===== src/rtl/branch_resolve_unit.sv =====
// ---------------------------------------------------------------------------
// branch_resolve_unit: resolves conditional branches into a one-deep output register, with statistics.
// Revision 1.0
// ---------------------------------------------------------------------------
`default_nettype none

module branch_resolve_unit #(
  parameter int XLEN  = 32,
  parameter int CNT_W = 16
) (
  input  logic             clk,
  input  logic             rst_n,
  input  logic             in_valid_i,
  output logic             in_ready_o,
  input  logic             branch_i,
  input  logic [2:0]       funct3_i,
  input  logic [XLEN-1:0]  rs1_i,
  input  logic [XLEN-1:0]  rs2_i,
  input  logic [XLEN-1:0]  pc_i,
  input  logic [XLEN-1:0]  imm_i,
  input  logic             pred_taken_i,
  output logic             out_valid_o,
  input  logic             out_ready_i,
  output logic             br_taken_o,
  output logic [XLEN-1:0]  target_o,
  output logic [XLEN-1:0]  redirect_pc_o,
  output logic             mispredict_o,
  output logic             illegal_o,
  input  logic             clr_cnt_i,
  output logic [CNT_W-1:0] taken_cnt_o,
  output logic [CNT_W-1:0] mispred_cnt_o
);

  localparam logic [XLEN-1:0]  PC_STEP = XLEN'(4);
  localparam logic [CNT_W-1:0] CNT_MAX = '1;
  localparam logic [CNT_W-1:0] CNT_ONE = CNT_W'(1);

  logic             out_valid_q;
  logic             br_taken_q, br_taken_d;
  logic             mispredict_q, mispredict_d;
  logic             illegal_q, illegal_d;
  logic [XLEN-1:0]  target_q, target_d;
  logic [XLEN-1:0]  redirect_q, redirect_d;
  logic [CNT_W-1:0] taken_cnt_q, taken_cnt_d;
  logic [CNT_W-1:0] mispred_cnt_q, mispred_cnt_d;

  logic cmp_eq, cmp_lt, cmp_ltu, accept;

  assign in_ready_o = !out_valid_q || out_ready_i;
  assign accept     = in_valid_i && in_ready_o;

  assign cmp_eq  = (rs1_i == rs2_i);
  assign cmp_lt  = ($signed(rs1_i) < $signed(rs2_i));
  assign cmp_ltu = (rs1_i < rs2_i);

  always_comb begin
    br_taken_d = 1'b0;
    illegal_d  = 1'b0;
    if (branch_i) begin
      case (funct3_i)
        3'b000:  br_taken_d = cmp_eq;
        3'b001:  br_taken_d = !cmp_eq;
        3'b100:  br_taken_d = cmp_lt;
        3'b101:  br_taken_d = !cmp_lt;
        3'b110:  br_taken_d = cmp_ltu;
        3'b111:  br_taken_d = !cmp_ltu;
        default: illegal_d  = 1'b1;
      endcase
    end
    target_d     = pc_i + imm_i;
    redirect_d   = br_taken_d ? target_d : (pc_i + PC_STEP);
    mispredict_d = branch_i && (br_taken_d ^ pred_taken_i);
  end

  // Clear wins over a same-cycle increment; counters stick at all-ones.
  always_comb begin
    taken_cnt_d   = taken_cnt_q;
    mispred_cnt_d = mispred_cnt_q;
    if (clr_cnt_i) begin
      taken_cnt_d   = '0;
      mispred_cnt_d = '0;
    end else if (accept) begin
      if (br_taken_d && (taken_cnt_q != CNT_MAX))
        taken_cnt_d = taken_cnt_q + CNT_ONE;
      if (mispredict_d && (mispred_cnt_q != CNT_MAX))
        mispred_cnt_d = mispred_cnt_q + CNT_ONE;
    end
  end

  always_ff @(posedge clk or negedge rst_n) begin
    if (!rst_n) begin
      out_valid_q   <= 1'b0;
      br_taken_q    <= 1'b0;
      mispredict_q  <= 1'b0;
      illegal_q     <= 1'b0;
      target_q      <= '0;
      redirect_q    <= '0;
      taken_cnt_q   <= '0;
      mispred_cnt_q <= '0;
    end else begin
      if (accept) begin
        out_valid_q  <= 1'b1;
        br_taken_q   <= br_taken_d;
        mispredict_q <= mispredict_d;
        illegal_q    <= illegal_d;
        target_q     <= target_d;
        redirect_q   <= redirect_d;
      end else if (out_ready_i) begin
        out_valid_q  <= 1'b0;
      end
      taken_cnt_q   <= taken_cnt_d;
      mispred_cnt_q <= mispred_cnt_d;
    end
  end

  assign out_valid_o   = out_valid_q;
  assign br_taken_o    = br_taken_q;
  assign mispredict_o  = mispredict_q;
  assign illegal_o     = illegal_q;
  assign target_o      = target_q;
  assign redirect_pc_o = redirect_q;
  assign taken_cnt_o   = taken_cnt_q;
  assign mispred_cnt_o = mispred_cnt_q;

endmodule

`default_nettype wire

===== config.mk =====
export PLATFORM = sky130hd
export DESIGN_NAME = branch_resolve_unit
export DESIGN_NICKNAME = d
export VERILOG_FILES = /design/src/rtl/branch_resolve_unit.sv
export SDC_FILE = /design/constraint.sdc
export NUM_CORES = 1
export LEC_CHECK = 0
export CORE_UTILIZATION = 48
export DETAILED_ROUTE_END_ITERATION = 10
export GPL_TIMING_DRIVEN = 0
export PLACE_DENSITY = 0.94
export SLEW_MARGIN = 20
export SYNTH_ARGS = -nofsm -noshare
export SYNTH_HDL_FRONTEND = slang
export SYNTH_SLANG_ARGS = --single-unit

===== constraint.sdc =====
create_clock -name clk -period 2.9 [get_ports clk]
set_input_delay 0.58 -clock clk [delete_from_list [all_inputs] [get_ports clk]]
set_output_delay 0.58 -clock clk [all_outputs]
set_load 0.01 [all_outputs]

==> summary.md, run 1 <==
| Metric | Value |
|---|---|
| Outcome | finished with violations |
| Failing checks | setup timing |
| Wire per inst | 24.00 um |
| Nets | 1421 |
| Die width | 127.4 um |
| DRT Pass-1 Iters | 6 |
| P&R area growth vs syn | 64.90% |
| Internal power | 3353 uW |
| Seq/Total Area, Yosys | 0.3316 |
| Final worst path period need | 3177 ps |
| Vias post-DR | 9341 |
| Power per cell area | 425.2 mW/mm2 |
| Worst-Skew Late Latency | 370 ps |
| CP max FO | 8 |
| Port-buffer cells | 238 |
| Clk pin slew, worst setup/hold paths | 70 ps |
| Sequential share of power | 0.328 |
| Asr flop ratio synth | 1.000 |
| Worst vdd ir | 0.3631 mV |
| Pin count of the biggest net entering global routing | 71 |
| Post-synthesis cell area | 0.007546 mm2 |
| LEAKAGE | 0.005307 uW |
| Relative slew slack | 0.3461 |
| DP Area | 0.01042 mm2 |
| Overflow after GRT | 0 |
| Row Count | 45 |
| Syn Nets | 1100 |
| Largest area contributor in the netlist | dfrtp_1 |
| First-pass GRT wire length | 46.53 mm |
| Switching share of power | 0.3662 |
| Clock root buffer master | clkbuf_16 |
| CTS sink cnt | 100 |
| Yosys reg bits | 100 |
| GPL Wtd Cong | 1.014 |
| Slew Limit Fails | 0 |
| Routed WL | 34.42 mm |
| Total of max-cap violations | 0 |
| Antenna Violating Nets Remaining | 0 |
| Syn Area/Cell | 8.431 um2 |
| Post-synth EDFFs | 0 |
| Final setup violation count | 66 |
| Vias in the first global route | 8834 |
| CTS tree | done |
| Switching power | 1938 uW |
| Remaining DRCs | 0 |
| FF-to-FF path depth | 10 |
| Max stage delay cell, worst path | or3b_4 |
| Setup crit start kind | input port |
| Pre-CTS setup slack | -1418 ps |
| Layout cells sized above 1 | 0.3137 |
| Total CTS buffers | 9 |
| FF-to-FF Start | mispred_cnt_o[6]$_DFFE_PN0P_ |
| Die ar. | 0.01623 mm2 |
| Share of the synthesized area in the top cell type | 0.3316 |
| Period utilisation layout | 1.095 |
| Hold Fails Final Rpt | 0 |
| Crit Path Class | in -> reg |
| IO Count | 239 |
| Total chip power | 5291 uW |
| CP endpoint kind | flip-flop |
| Final Non-Filler Cells | 1434 |
| Worst R2R End | mispred_cnt_o[13]$_DFFE_PN0P_ |
| Measured slew at the worst slew-check pin | 980.9 ps |
| Commonest non-fill, non-tap cell in the layout | clkdlybuf4s50_1 |
| Most frequent CP cell | buf_4 |
| Hold WC Path Type | in -> async |
| Inst Count DP | 1345 |
| DP HPWL | 19.49 mm |
| Worst-path cell chain | buf_6 -> inv_2 -> ha_4 -> nand4_1 -> buf_4 -> nor4_4 -> nand3_2 -> xnor2_2 -> a32o_2 -> o31ai_2 -> or3b_4 -> buf_4 -> nor3b_2 -> o21ba_1 |
| Vias/cell | 6.514 |
| Worst EP required | 3200 ps |
| GRT Overall Usage | 0.3709 |
| Top cells by area, synth | dfrtp_1, ha_1, nand2_1 |
| Core area | 0.01526 mm2 |
| Htree depth | 3 |
| Mapped Cells | 895 |
| Synth Flop Type | dfrtp_1 |
| DIE HEIGHT | 127.4 um |
| Critical path data arrival time | 3480 ps |
| Ys Warns | 0 |
| Antenna violations before repair | 2 |
| DRT iter0 DRCs | 1157 |
| Clock share of power | 0.234 |
| RSZ-0062 raised after global routing | true |
| Synth unique cells | 70 |
| FF-to-FF setup slack | -50 ps |
| Initial Utilization | 0.4945 |
| Fmax | 314.8 MHz |
| Most frequent cells in the layout | clkdlybuf4s50_1, nand2_1, dfrtp_1, buf_4, nor2_1 |
| CTS Buffer Depth | 2 |
| Final Cell Area | 0.01244 mm2 |
| Delay of the slowest cell on the worst path | 470 ps |
| Comb pwr share | 0.439 |
| Worst setup margin | -276.8 ps |
| Layout Skew | 7.552 ps |
| Crit path max-delay family | simple AND/OR/NAND/NOR gates |
| CP Buf/Inv Count | 4 |
-- power groups by stage --
stage / Clock [uW] / Combinational (uW) / Sequential, uW
finish: 1240 / 2320 / 1730
floorplan: 0 / 724 / 1810
global route: 1290 / 2430 / 1750
CTS: 1200 / 1920 / 1720
global placement: 0 / 1660 / 1740
detailed placement: 0 / 1710 / 1740
-- through the flow --
stage | hold slack, ps | util | setup TNS (ps)
final | 90.56 | 0.8155 | -6477
after global routing | 105.4 | 0.8155 | -11870
after CTS | 109.1 | 0.7613 | -207.9
after detailed placement | 462.5 | 0.6827 | -82850
after global placement | 458.3 | 0.6808 | -326640
after floorplan | 284.4 | - | -1600
-- cells by family (layout without fill, tap and decap cells) --
family                   Yosys count  count (layout)  synth area share
buffers and inverters             80             406           0.04112
other                              0               2                 0
XOR/XNOR                          61              61           0.07180
adder cells (fa/ha/maj)           67              67            0.1121
multiplexers                      25              25           0.03648
flip-flops                       100             100            0.3316
AND/OR/NAND/NOR                  342             342            0.2214
AO/OA/AOI/OAI                    220             220            0.1855
-- registers in the layout, summed over array words and instances, names as in the netlist --
signal         cells
taken_cnt_o       16
mispredict_o       1
br_taken_o         1
redirect_pc_o     32
target_o          32
mispred_cnt_o     16
out_valid_o        1
illegal_o          1
-- worst max path at each step --
stage               cells after the start  startpoint  slack, ps                       endpoint
floorplan                              11   rs2_i[22]       -240    taken_cnt_o[15]$_DFFE_PN0P_
global placement                        1       rst_n      -2490   redirect_pc_o[7]$_DFFE_PN0P_
detailed placement                     12   rs2_i[22]      -1420     taken_cnt_o[6]$_DFFE_PN0P_
CTS                                    13   rs2_i[27]        -60    taken_cnt_o[15]$_DFFE_PN0P_
global route                           14   rs2_i[26]       -370  mispred_cnt_o[14]$_DFFE_PN0P_
finish                                 14   rs2_i[26]       -280  mispred_cnt_o[14]$_DFFE_PN0P_
-- timing repair --
action                     in CTS  in global routing
resized for setup             361                186
hold buffers                    0                  0
pin swaps                      89                 68
buffers inserted               45                 28
gates cloned                    0                  4
setup endpoints to repair      82                 95
-- layer usage --
| metal | vias to the layer above | track usage | part of all wire |
|---|---|---|---|
| met1 | 4388 | 0.4362 | 0.34 |
| met5 | - | 0 | 0 |
| li1 | 3853 | - | - |
| met2 | 828 | 0.6095 | 0.47 |
| met4 | 0 | 0.2689 | 0.085 |
| met3 | 272 | 0.06951 | 0.11 |
-- layout make-up --
| type | instances | area [um2] |
|---|---|---|
| Sequential cell | 100 | 2502 |
| Antenna cell | 2 | 5.005 |
| Tap cell | 211 | 264.0 |
| Clock inverter | 5 | 45.04 |
| Clock buffer | 11 | 242.7 |
| Fill cell | 803 | 2815 |
| Buffer | 25 | 188.9 |
| Timing Repair Buffer | 316 | 2924 |
| Multi-Input combinational cell | 715 | 6057 |
| Inverter | 49 | 214.0 |
-- synth_stat cells, types with 8 or more instances --
| library cell | number |
|---|---|
| nand2_1 | 117 |
| dfrtp_1 | 100 |
| a21oi_1 | 66 |
| ha_1 | 66 |
| nor2_1 | 66 |
| o21ai_0 | 63 |
| inv_1 | 49 |
| nand3_1 | 44 |
| xor2_1 | 31 |
| xnor2_1 | 29 |
| clkbuf_1 | 22 |
| nand4_1 | 20 |
| and3_1 | 18 |
| mux2_2 | 18 |
| nor3_1 | 16 |
| nor2b_1 | 13 |
| a21o_1 | 9 |
| nand2b_1 | 9 |
| o21a_1 | 8 |
| o31ai_1 | 8 |
-- worst reg2reg max path, cell delays in order (launching register included) --
cell,delay [ps]
dfrtp_1,440
and3_1,220
and3_1,230
and3_1,240
and2_1,220
nand3_1,120
o21a_1,130
buf_1,410
and3_1,370
nand3_1,140
mux2_2,320
No activity file was read; power rests on OpenSTA's default activity.
==> run 2: changes to the inputs <==
--- a/config.mk
+++ b/config.mk
@@ -9,7 +9,7 @@
 export DETAILED_ROUTE_END_ITERATION = 10
 export GPL_TIMING_DRIVEN = 0
 export PLACE_DENSITY = 0.94
-export SLEW_MARGIN = 20
+export SLEW_MARGIN = 10
 export SYNTH_ARGS = -nofsm -noshare
 export SYNTH_HDL_FRONTEND = slang
 export SYNTH_SLANG_ARGS = --single-unit
==> summary.md, run 2 (same netlist as run 1, synthesis figures left out) <==
| Metric | Value |
|---|---|
| Row Count | 45 (unchanged) |
| Sequential share of power | 0.339 (was 0.328) |
| First-pass GRT wire length | 45.06 mm (was 46.53 mm) |
| Die width | 127.4 um (unchanged) |
| Max stage delay cell, worst path | or3b_4 (unchanged) |
| Antenna violations before repair | 2 (unchanged) |
| Delay of the slowest cell on the worst path | 430 ps (was 470 ps) |
| Antenna Violating Nets Remaining | 0 (unchanged) |
| Worst EP required | 3190 ps (was 3200 ps) |
| Vias in the first global route | 8779 (was 8834) |
| Period utilisation layout | 1.063 (was 1.095) |
| Final setup violation count | 33 (was 66) |
| Layout cells sized above 1 | 0.2857 (was 0.3137) |
| Most frequent cells in the layout | clkdlybuf4s50_1, nand2_1, dfrtp_1, nor2_1, buf_4 (was clkdlybuf4s50_1, nand2_1, dfrtp_1, buf_4, nor2_1) |
| Routed WL | 32.87 mm (was 34.42 mm) |
| Commonest non-fill, non-tap cell in the layout | clkdlybuf4s50_1 (unchanged) |
| DP HPWL | 19.49 mm (about the same) |
| Clock share of power | 0.229 (was 0.234) |
| CTS Buffer Depth | 2 (unchanged) |
| Sum Neg Setup Slack | -2258 ps (was -6477 ps) |
| DIE HEIGHT | 127.4 um (unchanged) |
| Pin count of the biggest net entering global routing | 67 (was 71) |
| Die ar. | 0.01623 mm2 (unchanged) |
| Core area | 0.01526 mm2 (unchanged) |
| Comb pwr share | 0.432 (was 0.439) |
| Worst-path cell chain | buf_8 -> inv_12 -> ha_4 -> nand4_1 -> buf_4 -> buf_4 -> nor3_2 -> nand2_1 -> o211ai_1 -> buf_4 -> a32o_2 -> buf_4 -> nor4_1 -> or3b_4 -> nor3b_1 -> o21ba_1 (was buf_6 -> inv_2 -> ha_4 -> nand4_1 -> buf_4 -> nor4_4 -> nand3_2 -> xnor2_2 -> a32o_2 -> o31ai_2 -> or3b_4 -> buf_4 -> nor3b_2 -> o21ba_1) |
| Worst setup margin | -183.3 ps (was -276.8 ps) |
| Hold WS | 219.4 ps (was 90.56 ps) |
| Switching share of power | 0.3541 (was 0.3662) |
| Outcome | finished with violations (unchanged) |
| Critical path data arrival time | 3370 ps (was 3480 ps) |
| Worst vdd ir | 0.3271 mV (was 0.3631 mV) |
| Failing checks | setup timing (unchanged) |
| Most frequent CP cell | buf_4 (unchanged) |
| Total of max-cap violations | 0 (unchanged) |
| Vias/cell | 6.453 (was 6.514) |
| Total CTS buffers | 9 (unchanged) |
| Fmax | 324.3 MHz (was 314.8 MHz) |
| Slew Limit Fails | 0 (unchanged) |
| Hold WC Path Type | in -> async (unchanged) |
| GRT Overall Usage | 0.3595 (was 0.3709) |
| Nets | 1418 (was 1421) |
| P&R area growth vs syn | 60.80% (was 64.90%) |
| LEAKAGE | 0.005228 uW (was 0.005307 uW) |
| CTS tree | done (unchanged) |
| Initial Utilization | 0.4945 (unchanged) |
| GPL Wtd Cong | 1.014 (unchanged) |
| Power per cell area | 420.7 mW/mm2 (was 425.2 mW/mm2) |
| Worst-Skew Late Latency | 360 ps (was 370 ps) |
| Overflow after GRT | 0 (unchanged) |
| CTS sink cnt | 100 (unchanged) |
| Clock root buffer master | clkbuf_16 (unchanged) |
| CP endpoint kind | flip-flop (unchanged) |
| Cts-stage hold buffer count | 0 (unchanged) |
| Internal power | 3298 uW (was 3353 uW) |
| Hold Fails Final Rpt | 0 (unchanged) |
| Layout Skew | 8.686 ps (was 7.552 ps) |
| Port-buffer cells | 238 (unchanged) |
| FF-to-FF setup slack | 100 ps (was -50 ps) |
| IO Count | 239 (unchanged) |
| Wire per inst | 22.95 um (was 24.00 um) |
| Relative slew slack | 0.4178 (was 0.3461) |
| Crit Path Class | in -> reg (unchanged) |
| Measured slew at the worst slew-check pin | 873.3 ps (was 980.9 ps) |
| Setup crit start kind | input port (unchanged) |
| CP max FO | 8 (unchanged) |
| RSZ-0062 raised after global routing | true (unchanged) |
| Switching power | 1807 uW (was 1938 uW) |
| Clk pin slew, worst setup/hold paths | 70 ps (about the same) |
| DRT Pass-1 Iters | 8 (was 6) |
| Fin util | 0.7952 (was 0.8155) |
| Final worst path period need | 3083 ps (was 3177 ps) |
| Htree depth | 3 (unchanged) |
| Vias post-DR | 9240 (was 9341) |
| Remaining DRCs | 0 (unchanged) |
| DRT iter0 DRCs | 998 (was 1157) |
## run 2: path summary, 6_finish.rpt
kind,startpoint,endpoint,depth (start not counted)
max,rs2_i[22],mispred_cnt_o[14]$_DFFE_PN0P_,16
min in group clk,redirect_pc_o[7]$_DFFE_PN0P_,redirect_pc_o[7]$_DFFE_PN0P_,2
max reg2reg,mispred_cnt_o[6]$_DFFE_PN0P_,mispred_cnt_o[13]$_DFFE_PN0P_,10
max in group asynchronous,rst_n,redirect_pc_o[2]$_DFFE_PN0P_,3
min,rst_n,target_o[29]$_DFFE_PN0P_,2
min reg2reg,redirect_pc_o[7]$_DFFE_PN0P_,redirect_pc_o[7]$_DFFE_PN0P_,2
## run 2: per-layer routing
metal | vias to the layer above | GRT usage | share of wire
met4 | 0 | 0.2731 | 0.079
met2 | 761 | 0.5934 | 0.47
met3 | 238 | 0.06114 | 0.090
met1 | 4389 | 0.4198 | 0.36
met5 | - | 0 | 0
li1 | 3852 | - | -
## run 2: final cells by class
class | count | area, um2
sequential | 100 | 2502
clock buffer | 13 | 250.2
inverter | 49 | 209.0
antenna | 3 | 7.507
buffer | 25 | 148.9
tap | 211 | 264.0
clock inverter | 3 | 21.27
multi-input combinational | 715 | 5848
fill | 847 | 3124
timing repair buffer | 313 | 2883
## run 2: stage by stage
stage	setup slack [ps]	cell area [um2]	power [uW]	instances
after global routing	-262.5	12130	5284	1432
after CTS	-43.56	11380	4748	1392
after global placement	-2493	10390	3398	1344
after detailed placement	-1393	10430	3454	1346
final	-183.3	12130	5105	1432
after floorplan	-237.3	7741	2533	895
## run 2: power by group through the flow
stage	logic, uW	registers (uW)	clock network, uW
after floorplan	724	1810	0
after global placement	1660	1740	0
after detailed placement	1720	1740	0
after CTS	1870	1720	1160
after global routing	2320	1750	1220
final	2210	1730	1170
## run 2: critical path: cells and delay by family
family / cells / cell delay [ps]
AOI/OAI and AO/OA: 3 / 600
adders and majority gates: 1 / 250
and+or+nand+nor: 6 / 1170
buffers and inverters: 6 / 770
## run 2: repair_timing
| action | in CTS | in global routing |
|---|---|---|
| setup endpoints to repair | 82 | 90 |
| gates resized for setup | 332 | 145 |
| pin swaps | 96 | 69 |
| setup buffers | 33 | 39 |
| gates cloned | 0 | 1 |
==> run 3: changes to the inputs <==
--- a/config.mk
+++ b/config.mk
@@ -5,10 +5,11 @@
 export SDC_FILE = /design/constraint.sdc
 export NUM_CORES = 1
 export LEC_CHECK = 0
-export CORE_UTILIZATION = 48
+export CORE_UTILIZATION = 40
 export DETAILED_ROUTE_END_ITERATION = 10
 export GPL_TIMING_DRIVEN = 0
-export PLACE_DENSITY = 0.94
+export PLACE_DENSITY = 0.83
+export SKIP_LAST_GASP = 1
 export SLEW_MARGIN = 10
 export SYNTH_ARGS = -nofsm -noshare
 export SYNTH_HDL_FRONTEND = slang
==> summary.md, run 3 (same netlist as run 1, synthesis figures left out) <==
| Metric | Value |
|---|---|
| DRT Pass-1 Iters | 5 (was 8) |
| Most frequent cells in the layout | clkdlybuf4s50_1, nand2_1, dfrtp_1, nor2_1, buf_4 (unchanged) |
| Layout Skew | 8.645 ps (was 8.686 ps) |
| DRT iter0 DRCs | 652 (was 998) |
| Setup crit start kind | input port (unchanged) |
| Vias/cell | 5.946 (was 6.453) |
| Vias in the first global route | 8230 (was 8779) |
| Port-buffer cells | 238 (unchanged) |
| Fill cell count | 1336 (was 847) |
| IO Count | 239 (unchanged) |
| CP endpoint kind | flip-flop (unchanged) |
| Period utilisation layout | 1.109 (was 1.063) |
| Worst EP required | 3170 ps (was 3190 ps) |
| Pre-CTS setup slack | -1430 ps (was -1393 ps) |
| Layout cells sized above 1 | 0.2699 (was 0.2857) |
| DP HPWL | 19.58 mm (was 19.49 mm) |
| Clock share of power | 0.234 (was 0.229) |
| First-pass GRT wire length | 42.92 mm (was 45.06 mm) |
| Clk pin slew, worst setup/hold paths | 70 ps (about the same) |
| Total CTS buffers | 9 (unchanged) |
| GRT Overall Usage | 0.2818 (was 0.3595) |
| Clock root buffer master | clkbuf_16 (unchanged) |
| Comb pwr share | 0.418 (was 0.432) |
| Worst-Skew Late Latency | 350 ps (was 360 ps) |
| Delay of the slowest cell on the worst path | 440 ps (was 430 ps) |
| Overflow after GRT | 0 (unchanged) |
| Nets | 1408 (was 1418) |
| Vias post-DR | 8545 (was 9240) |
| P&R area growth vs syn | 60.39% (was 60.80%) |
| Worst setup margin | -317.2 ps (was -183.3 ps) |
| Worst-path cell chain | buf_8 -> inv_12 -> ha_4 -> nand4_1 -> nor4_2 -> nand3_2 -> xnor2_2 -> a32o_2 -> o31ai_1 -> or3b_1 -> clkbuf_8 -> or3_4 -> a21oi_2 (was buf_8 -> inv_12 -> ha_4 -> nand4_1 -> buf_4 -> buf_4 -> nor3_2 -> nand2_1 -> o211ai_1 -> buf_4 -> a32o_2 -> buf_4 -> nor4_1 -> or3b_4 -> nor3b_1 -> o21ba_1) |
| Reg area | 0.002502 mm2 (unchanged) |
| Die ar. | 0.01942 mm2 (was 0.01623 mm2) |
| Wire per inst | 20.22 um (was 22.95 um) |
| Crit Path Class | in -> reg (unchanged) |
| Hold WC Path Type | in -> async (unchanged) |
| Max stage delay cell, worst path | nor4_2 (was or3b_4) |
| Sequential share of power | 0.348 (was 0.339) |
| Outcome | finished with violations (unchanged) |
| Core area | 0.01821 mm2 (was 0.01526 mm2) |
| Switching power | 1717 uW (was 1807 uW) |
| Failing checks | setup timing (unchanged) |
| LEAKAGE | 0.005164 uW (was 0.005228 uW) |
| Power per cell area | 409.3 mW/mm2 (was 420.7 mW/mm2) |
| Antenna Violating Nets Remaining | 0 (unchanged) |
| Worst vdd ir | 0.2670 mV (was 0.3271 mV) |
| RSZ-0062 raised after global routing | true (unchanged) |
| Antenna violations before repair | 0 (was 2) |
| Cts-stage hold buffer count | 0 (unchanged) |
| Area occupied by multi-input gates | 0.005866 mm2 (was 0.005848 mm2) |
| CP max FO | 8 (unchanged) |
| Remaining DRCs | 0 (unchanged) |
| Final setup violation count | 28 (was 33) |
| Htree depth | 3 (unchanged) |
| Total chip power | 4954 uW (was 5105 uW) |
| GPL Wtd Cong | 0.9410 (was 1.014) |
| Hold Fails Final Rpt | 0 (unchanged) |
| Initial Utilization | 0.4144 (was 0.4945) |
| CTS tree | done (unchanged) |
| Final worst path period need | 3217 ps (was 3083 ps) |
| Routed WL | 29.06 mm (was 32.87 mm) |
| Die width | 139.4 um (was 127.4 um) |
| Pin count of the biggest net entering global routing | 73 (was 67) |
| Switching share of power | 0.3465 (was 0.3541) |
| DIE HEIGHT | 139.4 um (was 127.4 um) |
| Commonest non-fill, non-tap cell in the layout | clkdlybuf4s50_1 (unchanged) |
| Internal power | 3237 uW (was 3298 uW) |
| CTS Buffer Depth | 2 (unchanged) |
| Critical path data arrival time | 3490 ps (was 3370 ps) |
| Ant diodes | 0 (was 3) |
| Slew Limit Fails | 0 (unchanged) |
| Total of max-cap violations | 0 (unchanged) |
| Fmax | 310.8 MHz (was 324.3 MHz) |
| Row Count | 49 (was 45) |
| CTS sink cnt | 100 (unchanged) |
| Measured slew at the worst slew-check pin | 779.2 ps (was 873.3 ps) |
| Relative slew slack | 0.4805 (was 0.4178) |
## run 3: routing by layer
| metal | wire [um] | vias to the layer above | global-route usage |
|---|---|---|---|
| met5 | 0 | - | 0 |
| met4 | 1380 | 0 | 0.1427 |
| met3 | 2216 | 109 | 0.04164 |
| met2 | 14230 | 484 | 0.4824 |
| met1 | 11230 | 4124 | 0.3450 |
| li1 | - | 3828 | - |
## run 3: power groups by stage
stage / registers [uW] / clock network (uW) / logic [uW]
2_1_floorplan: 1810 / 0 / 724
3_3_place_gp: 1740 / 0 / 1670
3_5_place_dp: 1740 / 0 / 1710
4_1_cts: 1720 / 1160 / 1910
5_1_grt: 1740 / 1220 / 2200
6_report: 1730 / 1160 / 2070
## run 3: through the flow
step,util,hold slack (ps),TNS [ps],area (um2),std cells
3_5_place_dp,0.5733,466.7,-84030,10440,1363
4_1_cts,0.6407,103.9,-1004,11670,1422
5_1_grt,0.6647,113.2,-7812,12100,1437
3_3_place_gp,0.5717,460.7,-341010,10410,1362
2_1_floorplan,-,284.4,-1600,7741,895
6_report,0.6647,95.78,-3222,12100,1437
## run 3: repair_timing
action,4_1_cts,5_1_grt
pin swaps,103,62
buffers inserted,45,19
gates cloned,0,0
resized for setup,362,116
endpoints found under the setup margin,83,86
## run 3: area by class of cell
type | instances | area share
repair buffers | 302 | 0.2330
inverters | 49 | 0.01747
well taps | 229 | 0.02367
clock buffers | 13 | 0.02068
multi-input cells | 715 | 0.4846
flip-flops and latches | 100 | 0.2068
plain buffers | 26 | 0.01189
clock inverters | 3 | 0.001861
## run 3: critical path: cells and delay by family
family / cells / cell delay (ps)
XOR/XNOR: 1 / 180
AO/OA/AOI/OAI: 3 / 610
AND/OR/NAND/NOR: 5 / 1560
buffers and inverters: 3 / 290
adder cells (fa/ha/maj): 1 / 250
## run 3: path summary, 6_finish.rpt
check,start,endpoint,slack [ps],cells past startpoint
max,rs2_i[22],mispred_cnt_o[12]$_DFFE_PN0P_,-320,13
min,rst_n,taken_cnt_o[10]$_DFFE_PN0P_,100,1
max reg2reg,mispred_cnt_o[7]$_DFFE_PN0P_,mispred_cnt_o[12]$_DFFE_PN0P_,170,10
min reg2reg,redirect_pc_o[7]$_DFFE_PN0P_,redirect_pc_o[7]$_DFFE_PN0P_,490,2
max in group asynchronous,rst_n,target_o[13]$_DFFE_PN0P_,2160,2
min in group clk,redirect_pc_o[7]$_DFFE_PN0P_,redirect_pc_o[7]$_DFFE_PN0P_,490,2
